**config.mk**
```make
export PLATFORM = sky130hd
export DESIGN_NAME = fwd_hazard_unit
export DESIGN_NICKNAME = d
export VERILOG_FILES = /design/src/rtl/fwd_hazard_unit_pkg.sv /design/src/rtl/fwd_hazard_unit_operand_sel.sv /design/src/rtl/fwd_hazard_unit.sv
export SDC_FILE = /design/constraint.sdc
export NUM_CORES = 1
export LEC_CHECK = 0
export ABC_CLOCK_PERIOD_IN_PS = 2000
export CORE_AREA = 3 3 40 42
export DETAILED_ROUTE_END_ITERATION = 7
export DIE_AREA = 0 0 43 45
export DONT_BUFFER_PORTS = 1
export PLACE_DENSITY = 0.75
export REMOVE_ABC_BUFFERS = 1
export SLEW_MARGIN = 20
export SYNTH_ARGS = -nofsm -noshare
export SYNTH_HDL_FRONTEND = slang
export SYNTH_HIERARCHICAL = 1
export SYNTH_SLANG_ARGS = --single-unit
```
**constraint.sdc**
```tcl
create_clock -name clk -period 2 [get_ports clk]
set_clock_uncertainty 0.2 [all_clocks]
set_input_delay 0 -clock clk [delete_from_list [all_inputs] [get_ports clk]]
set_output_delay 0 -clock clk [all_outputs]
set_load 0.01 [all_outputs]
```
**src/rtl/fwd_hazard_unit_pkg.sv**
```systemverilog
// Shared definitions for the forwarding / hazard unit: operand mux select
// encodings, FSM state type and the stall down-counter width.
package fwd_hazard_unit_pkg;

  // Operand mux select encodings
  localparam logic [1:0] FWD_RF    = 2'b00;  // value from register file
  localparam logic [1:0] FWD_EXMEM = 2'b10;  // bypass from EX/MEM result
  localparam logic [1:0] FWD_MEMWB = 2'b01;  // bypass from MEM/WB result

  // Hazard FSM states
  typedef enum logic [1:0] {
    ST_RUN   = 2'd0,
    ST_STALL = 2'd1,
    ST_FLUSH = 2'd2
  } hz_state_e;

  // Wide enough for a load-use bubble of up to 4 cycles
  localparam int CNT_W = 3;

endpackage : fwd_hazard_unit_pkg

```
**src/rtl/fwd_hazard_unit_operand_sel.sv**
```systemverilog
// Per-operand forwarding select. Each operand is resolved on its own; the
// EX/MEM producer is younger than MEM/WB, so it wins when both match.
// Register 0 is hard-wired zero and is never bypassed.
module fwd_operand_sel
  import fwd_hazard_unit_pkg::*;
#(
  parameter int REG_AW = 5
) (
  input  logic [REG_AW-1:0] rs,
  input  logic              ex_mem_regwrite,
  input  logic [REG_AW-1:0] ex_mem_rd,
  input  logic              mem_wb_regwrite,
  input  logic [REG_AW-1:0] mem_wb_rd,
  output logic [1:0]        sel
);

  logic exmem_hit;
  logic memwb_hit;

  // Compare this operand against both in-flight writers and pick the youngest
  always_comb begin
    exmem_hit = ex_mem_regwrite && (ex_mem_rd != '0) && (ex_mem_rd == rs);
    memwb_hit = mem_wb_regwrite && (mem_wb_rd != '0) && (mem_wb_rd == rs);
    sel       = FWD_RF;
    if (exmem_hit) begin
      sel = FWD_EXMEM;
    end else if (memwb_hit) begin
      sel = FWD_MEMWB;
    end
  end

endmodule : fwd_operand_sel

```
**src/rtl/fwd_hazard_unit.sv**
```systemverilog
// Forwarding and hazard unit for a classic 5-stage pipeline.
//  - fwd_sel: purely combinational bypass selects for the operands in EX.
//  - RUN/STALL/FLUSH FSM: load-use bubbles of LOAD_STALL_CYCLES cycles and
//    branch-redirect flushes; a taken branch overrides any stall.
// Optional feature: define FWD_STALL_CNT_EN to add the 32-bit saturating
// stall_count output (cycles of load-use bubble, flushes not counted).
module fwd_hazard_unit
  import fwd_hazard_unit_pkg::*;
#(
  parameter int NUM_SRC           = 2,
  parameter int REG_AW            = 5,
  parameter int LOAD_STALL_CYCLES = 1
) (
  input  logic                      clk,
  input  logic                      reset,
  input  logic [NUM_SRC*REG_AW-1:0] ex_rs,
  input  logic [NUM_SRC*REG_AW-1:0] id_rs,
  input  logic [NUM_SRC-1:0]        id_rs_used,
  input  logic                      ex_mem_regwrite,
  input  logic [REG_AW-1:0]         ex_mem_rd,
  input  logic                      mem_wb_regwrite,
  input  logic [REG_AW-1:0]         mem_wb_rd,
  input  logic                      id_ex_memread,
  input  logic [REG_AW-1:0]         id_ex_rd,
  input  logic                      ex_branch_taken,
  output logic [2*NUM_SRC-1:0]      fwd_sel,
  output logic                      pc_write,
  output logic                      if_id_write,
  output logic                      id_ex_bubble,
  output logic                      if_id_flush,
  output logic                      busy
`ifdef FWD_STALL_CNT_EN
  ,
  output logic [31:0]               stall_count
`endif
);

  localparam logic [CNT_W-1:0] STALL_RELOAD = CNT_W'(LOAD_STALL_CYCLES - 1);

  hz_state_e         state_q, state_d;
  logic [CNT_W-1:0]  cnt_q, cnt_d;
  logic              busy_q, busy_d;
  logic [NUM_SRC-1:0] lu_hit;
  logic              load_use;
  logic              stall_bubble;

  // Forwarding selects and load-use compares, one slice per source operand
  generate
    for (genvar gi = 0; gi < NUM_SRC; gi++) begin : g_src
      fwd_operand_sel #(
        .REG_AW (REG_AW)
      ) u_sel (
        .rs              (ex_rs[gi*REG_AW +: REG_AW]),
        .ex_mem_regwrite (ex_mem_regwrite),
        .ex_mem_rd       (ex_mem_rd),
        .mem_wb_regwrite (mem_wb_regwrite),
        .mem_wb_rd       (mem_wb_rd),
        .sel             (fwd_sel[2*gi +: 2])
      );

      assign lu_hit[gi] = id_rs_used[gi] && (id_rs[gi*REG_AW +: REG_AW] == id_ex_rd);
    end
  endgenerate

  assign load_use = id_ex_memread && (id_ex_rd != '0) && (|lu_hit);

  // Next-state and same-cycle pipeline controls. During FLUSH the ID stage
  // holds the instruction squashed by the redirect, so load-use is ignored.
  always_comb begin
    state_d      = state_q;
    cnt_d        = cnt_q;
    pc_write     = 1'b1;
    if_id_write  = 1'b1;
    id_ex_bubble = 1'b0;
    if_id_flush  = 1'b0;
    stall_bubble = 1'b0;
    if (reset) begin
      state_d = ST_RUN;
      cnt_d   = '0;
    end else if (ex_branch_taken) begin
      if_id_flush  = 1'b1;
      id_ex_bubble = 1'b1;
      state_d      = ST_FLUSH;
      cnt_d        = '0;
    end else begin
      unique case (state_q)
        ST_RUN: begin
          if (load_use) begin
            stall_bubble = 1'b1;
            if (LOAD_STALL_CYCLES > 1) begin
              state_d = ST_STALL;
              cnt_d   = STALL_RELOAD;
            end
          end
        end
        ST_STALL: begin
          stall_bubble = 1'b1;
          if (cnt_q <= CNT_W'(1)) begin
            state_d = ST_RUN;
            cnt_d   = '0;
          end else begin
            cnt_d = cnt_q - CNT_W'(1);
          end
        end
        ST_FLUSH: begin
          state_d = ST_RUN;
        end
        default: begin
          state_d = ST_RUN;
          cnt_d   = '0;
        end
      endcase
      if (stall_bubble) begin
        pc_write     = 1'b0;
        if_id_write  = 1'b0;
        id_ex_bubble = 1'b1;
      end
    end
    busy_d = (state_d != ST_RUN);
  end

  // FSM state, stall counter and registered busy flag
  always_ff @(posedge clk or posedge reset) begin
    if (reset) begin
      state_q <= ST_RUN;
      cnt_q   <= '0;
      busy_q  <= 1'b0;
    end else begin
      state_q <= state_d;
      cnt_q   <= cnt_d;
      busy_q  <= busy_d;
    end
  end

  assign busy = busy_q;

`ifdef FWD_STALL_CNT_EN
  logic [31:0] stall_count_q, stall_count_d;

  // Saturating count of load-use bubble cycles
  always_comb begin
    stall_count_d = stall_count_q;
    if (stall_bubble && (stall_count_q != 32'hFFFF_FFFF)) begin
      stall_count_d = stall_count_q + 32'd1;
    end
  end

  // Stall counter register
  always_ff @(posedge clk or posedge reset) begin
    if (reset) begin
      stall_count_q <= '0;
    end else begin
      stall_count_q <= stall_count_d;
    end
  end

  assign stall_count = stall_count_q;
`endif

endmodule : fwd_hazard_unit

```
==> results.md, run 1 <==
* Status: finished clean
* Finished Core Util at 72.2%
* Yosys top cell area share at 19.4%
* Slew @ Worst Pin at 0.494 ns
* Power Density at 378 mW/mm2
* Fin crit share at 95.1%
* Worst setup EP type: primary output
* CTS max path bufs at 2
* Yosys cell types at 32
* CP Launch Type: primary input
* Worst R2R Start: cnt_q[1]
* Register area share after synthesis at 19.4%
* Post-CTS Setup Bufs at 0
* Initial Util at 60.1%
* Netlist Area Pre-Place at 772 um2
* Placed cells at 102
* First-pass GRT wire length at 3.43 mm
* Synthesis-stage register bit count at 6
* Final WL at 2.13 mm
* Number of cells in the finished layout apart from fillers at 118
* Post-synth EDFFs at 0
* RR Endpoint: busy
* Hpwl dp at 1.54 mm
* Layout area overhead at 20.3%
* Vias at 735
* Initial antenna violation count at 0
* Yosys warns at 6
* CTS tree: yes
* RSZ-0062 raised after global routing: false
* Ys async rst share at 100%
* PortBufs at 0
* Post-DP Area at 768 um2
* DRC Markers at 0
* Worst hold path class: primary input to async pin
* VDD IR-drop max at 0.435 mV
* Fin area at 928 um2
* Flop-to-flop setup slack at 0.17 ns
* Global route overflow at 0
* Largest net degree at the start of global routing at 8
* Clk_lat worst skew at 0.24 ns
* Post-route ant nets at 0
* Die height at 45 um
* Max Fclk at 526 MHz
* Clock sink total at 6
* Die area at 0.00194 mm2
* Clock slew at reported path FFs at 0.05 ns
* Root Buffer: clkbuf_4
* GPL Wtd Cong at 0.723
* Post-layout min period at 1.90 ns
* Top cells by area, synth: dfrtp_1, xor2_1, xnor2_1, o41ai_2, a211oi_2
* P_leak at 0.352 nW
* Die X at 43 um
* Most frequent cells in the layout: xor2_1, dlygate4sd3_1, xnor2_1
* DRT iter0 DRCs at 14
* Setup TNS at 0 ns
* Fin. max-slew vios at 0
* CTS buffer count at 3
* Synth area leader: dfrtp_1
* Max cap viols at 0
* Layout cell share with drive strength beyond 1 at 13.6%
* H-tree depth at 1
* R2R cell count at 6
* Gate Count Post-Synth at 90
* Hold_ws at 0.00713 ns
* Final #Nets at 150
* Hold Vio Cnt, Final at 0
* Drt first pass iters at 4
* Core ar. at 0.00128 mm2
* Main synth FF type: dfrtp_1
* Worst EP arrival at 1.70 ns
* Number of setup violations in the final report at 0
* Vias per cell at 6.23
* I/O pin count at 52
* Syn avg cell area at 8.58 um2
* Critical Path RT at 1.80 ns
* Kind of critical path: primary input to primary output
* WL per Instance at 18.0 um
* Vias in the first global route at 821
* Diodes inserted at 0
* # rows at 13
* Crit-path max FO at 3
* All-Layer GR Usage at 23.7%
* Most common cell after layout, fill and taps aside: xor2_1
* Relative slew slack at 66.9%
-- worst max-delay path, cell delays in order --
cell,delay (ns)
dlygate4sd3_1,0.58
nand2_1,0.06
dlygate4sd3_1,0.60
a211oi_4,0.34
nor3_2,0.12
-- area by class of cell --
cell class	count	area (um2)
clock buffers	3	22.5
fillers	107	357
inverters	4	15.0
multi-input cells	77	592
flip-flops and latches	6	150
well taps	15	18.8
repair buffers	13	130
-- worst max-delay path by stage --
stage | cells after the start | from | slack [ns] | end
detailed placement | 6 | cnt_q[1] | 0.18 | busy
global route | 5 | ex_mem_rd[4] | 0.03 | fwd_sel[2]
global placement | 6 | cnt_q[1] | 0.26 | busy
CTS | 5 | ex_mem_rd[4] | 0.08 | fwd_sel[2]
finish | 5 | ex_mem_rd[4] | 0.1 | fwd_sel[2]
floorplan | 6 | cnt_q[1] | 0.35 | busy
-- synthesized netlist by cell type, drive strengths merged, types with 2 or more instances --
library cell / instances
buf: 3
nor2: 3
o21ai: 4
xnor2: 12
nor3: 7
a211oi: 2
ha: 2
xor2: 14
dfrtp: 6
a21oi: 2
and2b: 2
o41ai: 2
nand3: 4
nand2: 6
inv: 4
nor4: 4
-- cell families (layout without fill, tap and decap cells) --
logic type | Yosys count | after routing | synth area share, %
simple gates | 32 | 32 | 23.7
buf+inv | 7 | 20 | 4.86
xor+xnor | 26 | 26 | 29.5
flops | 6 | 6 | 19.4
fa+ha+maj | 2 | 2 | 3.24
compound gates | 17 | 17 | 19.3
-- timing repair --
item	in CTS	in global routing
resized for setup	0	1
hold endpoints to repair	18	0
endpoints found under the setup margin	0	1
hold buffers	13	0
-- per-layer routing --
layer  GRT usage (%)  wire [um]  up-vias  part of all wire [%]
met2            42.2       1090       48                    51
met4            13.9         74        0                   3.5
met5               0          0        -                     0
met3            9.56        235       10                    11
li1                -          -      347                     -
met1            23.3        730      330                    34
-- through the flow --
step | setup slack, ns | power [mW]
after global placement | 0.263 | 0.206
final | 0.0987 | 0.351
after floorplan | 0.352 | 0.200
after global routing | 0.0270 | 0.370
after CTS | 0.0839 | 0.348
after detailed placement | 0.182 | 0.209
-- sequential cells by signal (all words and copies together) (netlist names) --
signal and cells:
cnt_q 3, state_q 2, busy 1
-- power by group --
group,switching [mW],internal (mW)
registers,0.00149,0.124
clock network,0.0458,0.0680
logic,0.0488,0.0634
total,0.0961,0.255
No activity file was read; power rests on OpenSTA's default activity.
==> run 2, diff against run 1 <==
--- a/config.mk
+++ b/config.mk
@@ -12,6 +12,7 @@
 export DONT_BUFFER_PORTS = 1
 export PLACE_DENSITY = 0.75
 export REMOVE_ABC_BUFFERS = 1
+export SETUP_SLACK_MARGIN = 0.4
 export SLEW_MARGIN = 20
 export SYNTH_ARGS = -nofsm -noshare
 export SYNTH_HDL_FRONTEND = slang
==> run 2 against run 1 <==
  * The run now ends with negative hold slack left
  * Clock power increased by 4%
  * Sequential power is essentially flat
  * Wire length is 7.8% higher
  * Cell count up 2.5%
  * Combinational power is essentially flat
  * Worst hold slack worse by 0.0073 ns
  * Global-route usage grew 0.17 points
  * Sequential cell count is the same
  * Via count is 4.6% higher
  * Fmax rose by 14%
  * Critical path type is now flop to flop
  * Highest routed layer unchanged
==> results.md, run 2 (synthesized netlist as in run 1, its figures left out) <==
* Status: finished with violations
* Violated checks: negative hold slack
* Fin worst setup slack at 0.325 ns (+0.226 ns)
* Post-DP Area at 768 um2 (unchanged)
* Hpwl dp at 1.54 mm (unchanged)
* Number of setup violations in the final report at 0 (unchanged)
* Post-layout min period at 1.67 ns (-0.226 ns)
* GPL Wtd Cong at 0.723 (unchanged)
* Layout area overhead at 29.3%
* Slew @ Worst Pin at 0.640 ns (+0.146 ns)
* Initial antenna violation count at 0 (unchanged)
* Clock slew at reported path FFs at 0.05 ns (about the same)
* Vias at 769 (+4.6%)
* Largest net degree at the start of global routing at 7 (-1)
* Root Buffer: clkbuf_4
* Top routing layer in use: met4
* Kind of critical path: flop to flop
* Clock sink total at 6 (unchanged)
* DRT iter0 DRCs at 5 (-9)
* Vias in the first global route at 812 (-1.1%)
* Final #Nets at 153 (+2.0%)
* M1 wire length at 761 um (+4.2%)
* Hold Vio Cnt, Final at 1 (+1)
* Critical Path RT at 1.95 ns (+0.15 ns)
* WL met3 at 244 um (+3.8%)
* P_leak at 0.396 nW (+13%)
* WL per Instance at 18.9 um (+5.1%)
* Crit-path max FO at 4 (+1)
* CTS buffer count at 3 (unchanged)
* Relative slew slack at 57.0% (-9.9 points)
* DRC Markers at 0 (unchanged)
* Power Density at 354 mW/mm2 (-6.5%)
* Most common cell after layout, fill and taps aside: xor2_1
* Setup TNS at 0 ns (unchanged)
* Biggest register: cnt_q
* CP peak stage delay at 0.43 ns (-0.17 ns)
* Vias per cell at 6.36 (+2.0%)
* Initial Util at 60.1% (unchanged)
* Fin. max-slew vios at 0 (unchanged)
* Worst hold path class: primary input to primary output
* Post-route ant nets at 0 (unchanged)
* Worst EP arrival at 1.62 ns (-0.08 ns)
* CP Launch Type: flop
* Most frequent cells in the layout: xor2_1, xnor2_1, dlygate4sd3_1
* CTS tree: yes
* PortBufs at 0 (unchanged)
* Die X at 43 um (unchanged)
* Slowest CP cell: dfrtp_1
* Crit-path cells: buf_6, o21ba_4, o211ai_1, buf_4, o21bai_4, a21o_1
* Max FFs per register at 3 (unchanged)
* Placed cells at 102 (unchanged)
* Finished Core Util at 77.7% (+5.5 points)
* Post-place setup slack at 0.182 ns (unchanged)
* I/O pin count at 52 (unchanged)
* Core ar. at 0.00128 mm2 (unchanged)
* Total power at 0.353 mW (+0.50%)
* Drt first pass iters at 4 (unchanged)
* Diodes inserted at 0 (unchanged)
* First-pass GRT wire length at 3.39 mm (-1.0%)
* Clk_lat worst skew at 0.25 ns (about the same)
* Worst setup EP type: flop
* Final-layout fill cell count at 88 (-18%)
* Layout cell share with drive strength beyond 1 at 21.7% (+8.1 points)
* RSZ-0062 raised after global routing: true
* Max cap viols at 0 (unchanged)
* Max Fclk at 597 MHz (+14%)
* Die height at 45 um (unchanged)
* All-Layer GR Usage at 23.9% (+0.17 points)
* Global route overflow at 0 (unchanged)
* Die area at 0.00194 mm2 (unchanged)
* Met2 WL at 1.18 mm (+8.7%)
* Fin area at 998 um2 (+7.5%)
* Hold_ws at -0.000191 ns (-0.00732 ns)
* CTS max path bufs at 2 (unchanged)
* Fin crit share at 83.7% (-11 points)
* Final WL at 2.29 mm (+7.8%)
* Number of cells in the finished layout apart from fillers at 121 (+2.5%)
* # rows at 13 (unchanged)
* H-tree depth at 1 (unchanged)
* VDD IR-drop max at 0.432 mV (-0.64%)
[run 2: cell type report]
| type | instances | area [um2] | area share [%] |
|---|---|---|---|
| inverter | 4 | 15.0 | 1.50 |
| tap | 15 | 18.8 | 1.88 |
| multi-input combinational | 77 | 638 | 63.9 |
| clock buffer | 3 | 22.5 | 2.26 |
| sequential | 6 | 150 | 15.0 |
| timing repair buffer | 16 | 154 | 15.4 |
[run 2: critical path: cells and delay by family, from the launching register on]
kind                   cells  cell delay, ns
buffers and inverters      2            0.34
DFF                        1            0.43
AOI/OAI and AO/OA          4            0.60
[run 2: power by group]
part	switching (mW)	internal, mW
Combinational	0.0459	0.0633
Clock	0.0504	0.0683
Sequential	0.00149	0.124
Total	0.0977	0.255
[run 2: path summary, 6_finish.rpt]
path                           from    endpoint  slack, ns  depth (start not counted)
setup / recovery           cnt_q[0]    cnt_q[2]       0.33                          6
hold / removal             ex_rs[2]  fwd_sel[0]    -0.0002                          3
setup reg to reg           cnt_q[0]    cnt_q[2]       0.33                          6
hold reg to reg            cnt_q[2]    cnt_q[2]       0.38                          1
max in group asynchronous     reset  state_q[0]       0.86                          3
min in group asynchronous     reset    cnt_q[2]       0.52                          3
[run 2: repair_timing]
item / CTS / global route
setup buffers: 4 / 0
resized for setup: 2 / 8
cloned: 0 / 0
setup endpoints to repair: 4 / 5
hold buffers: 12 / 0
hold endpoints to repair: 18 / 0
pin swaps: 1 / 3
[run 2: routing by layer]
metal / track usage (%) / vias to the layer above
li1: - / 355
met1: 22.8 / 349
met2: 45.2 / 53
met3: 7.57 / 12
met4: 13.3 / 0
met5: 0 / -
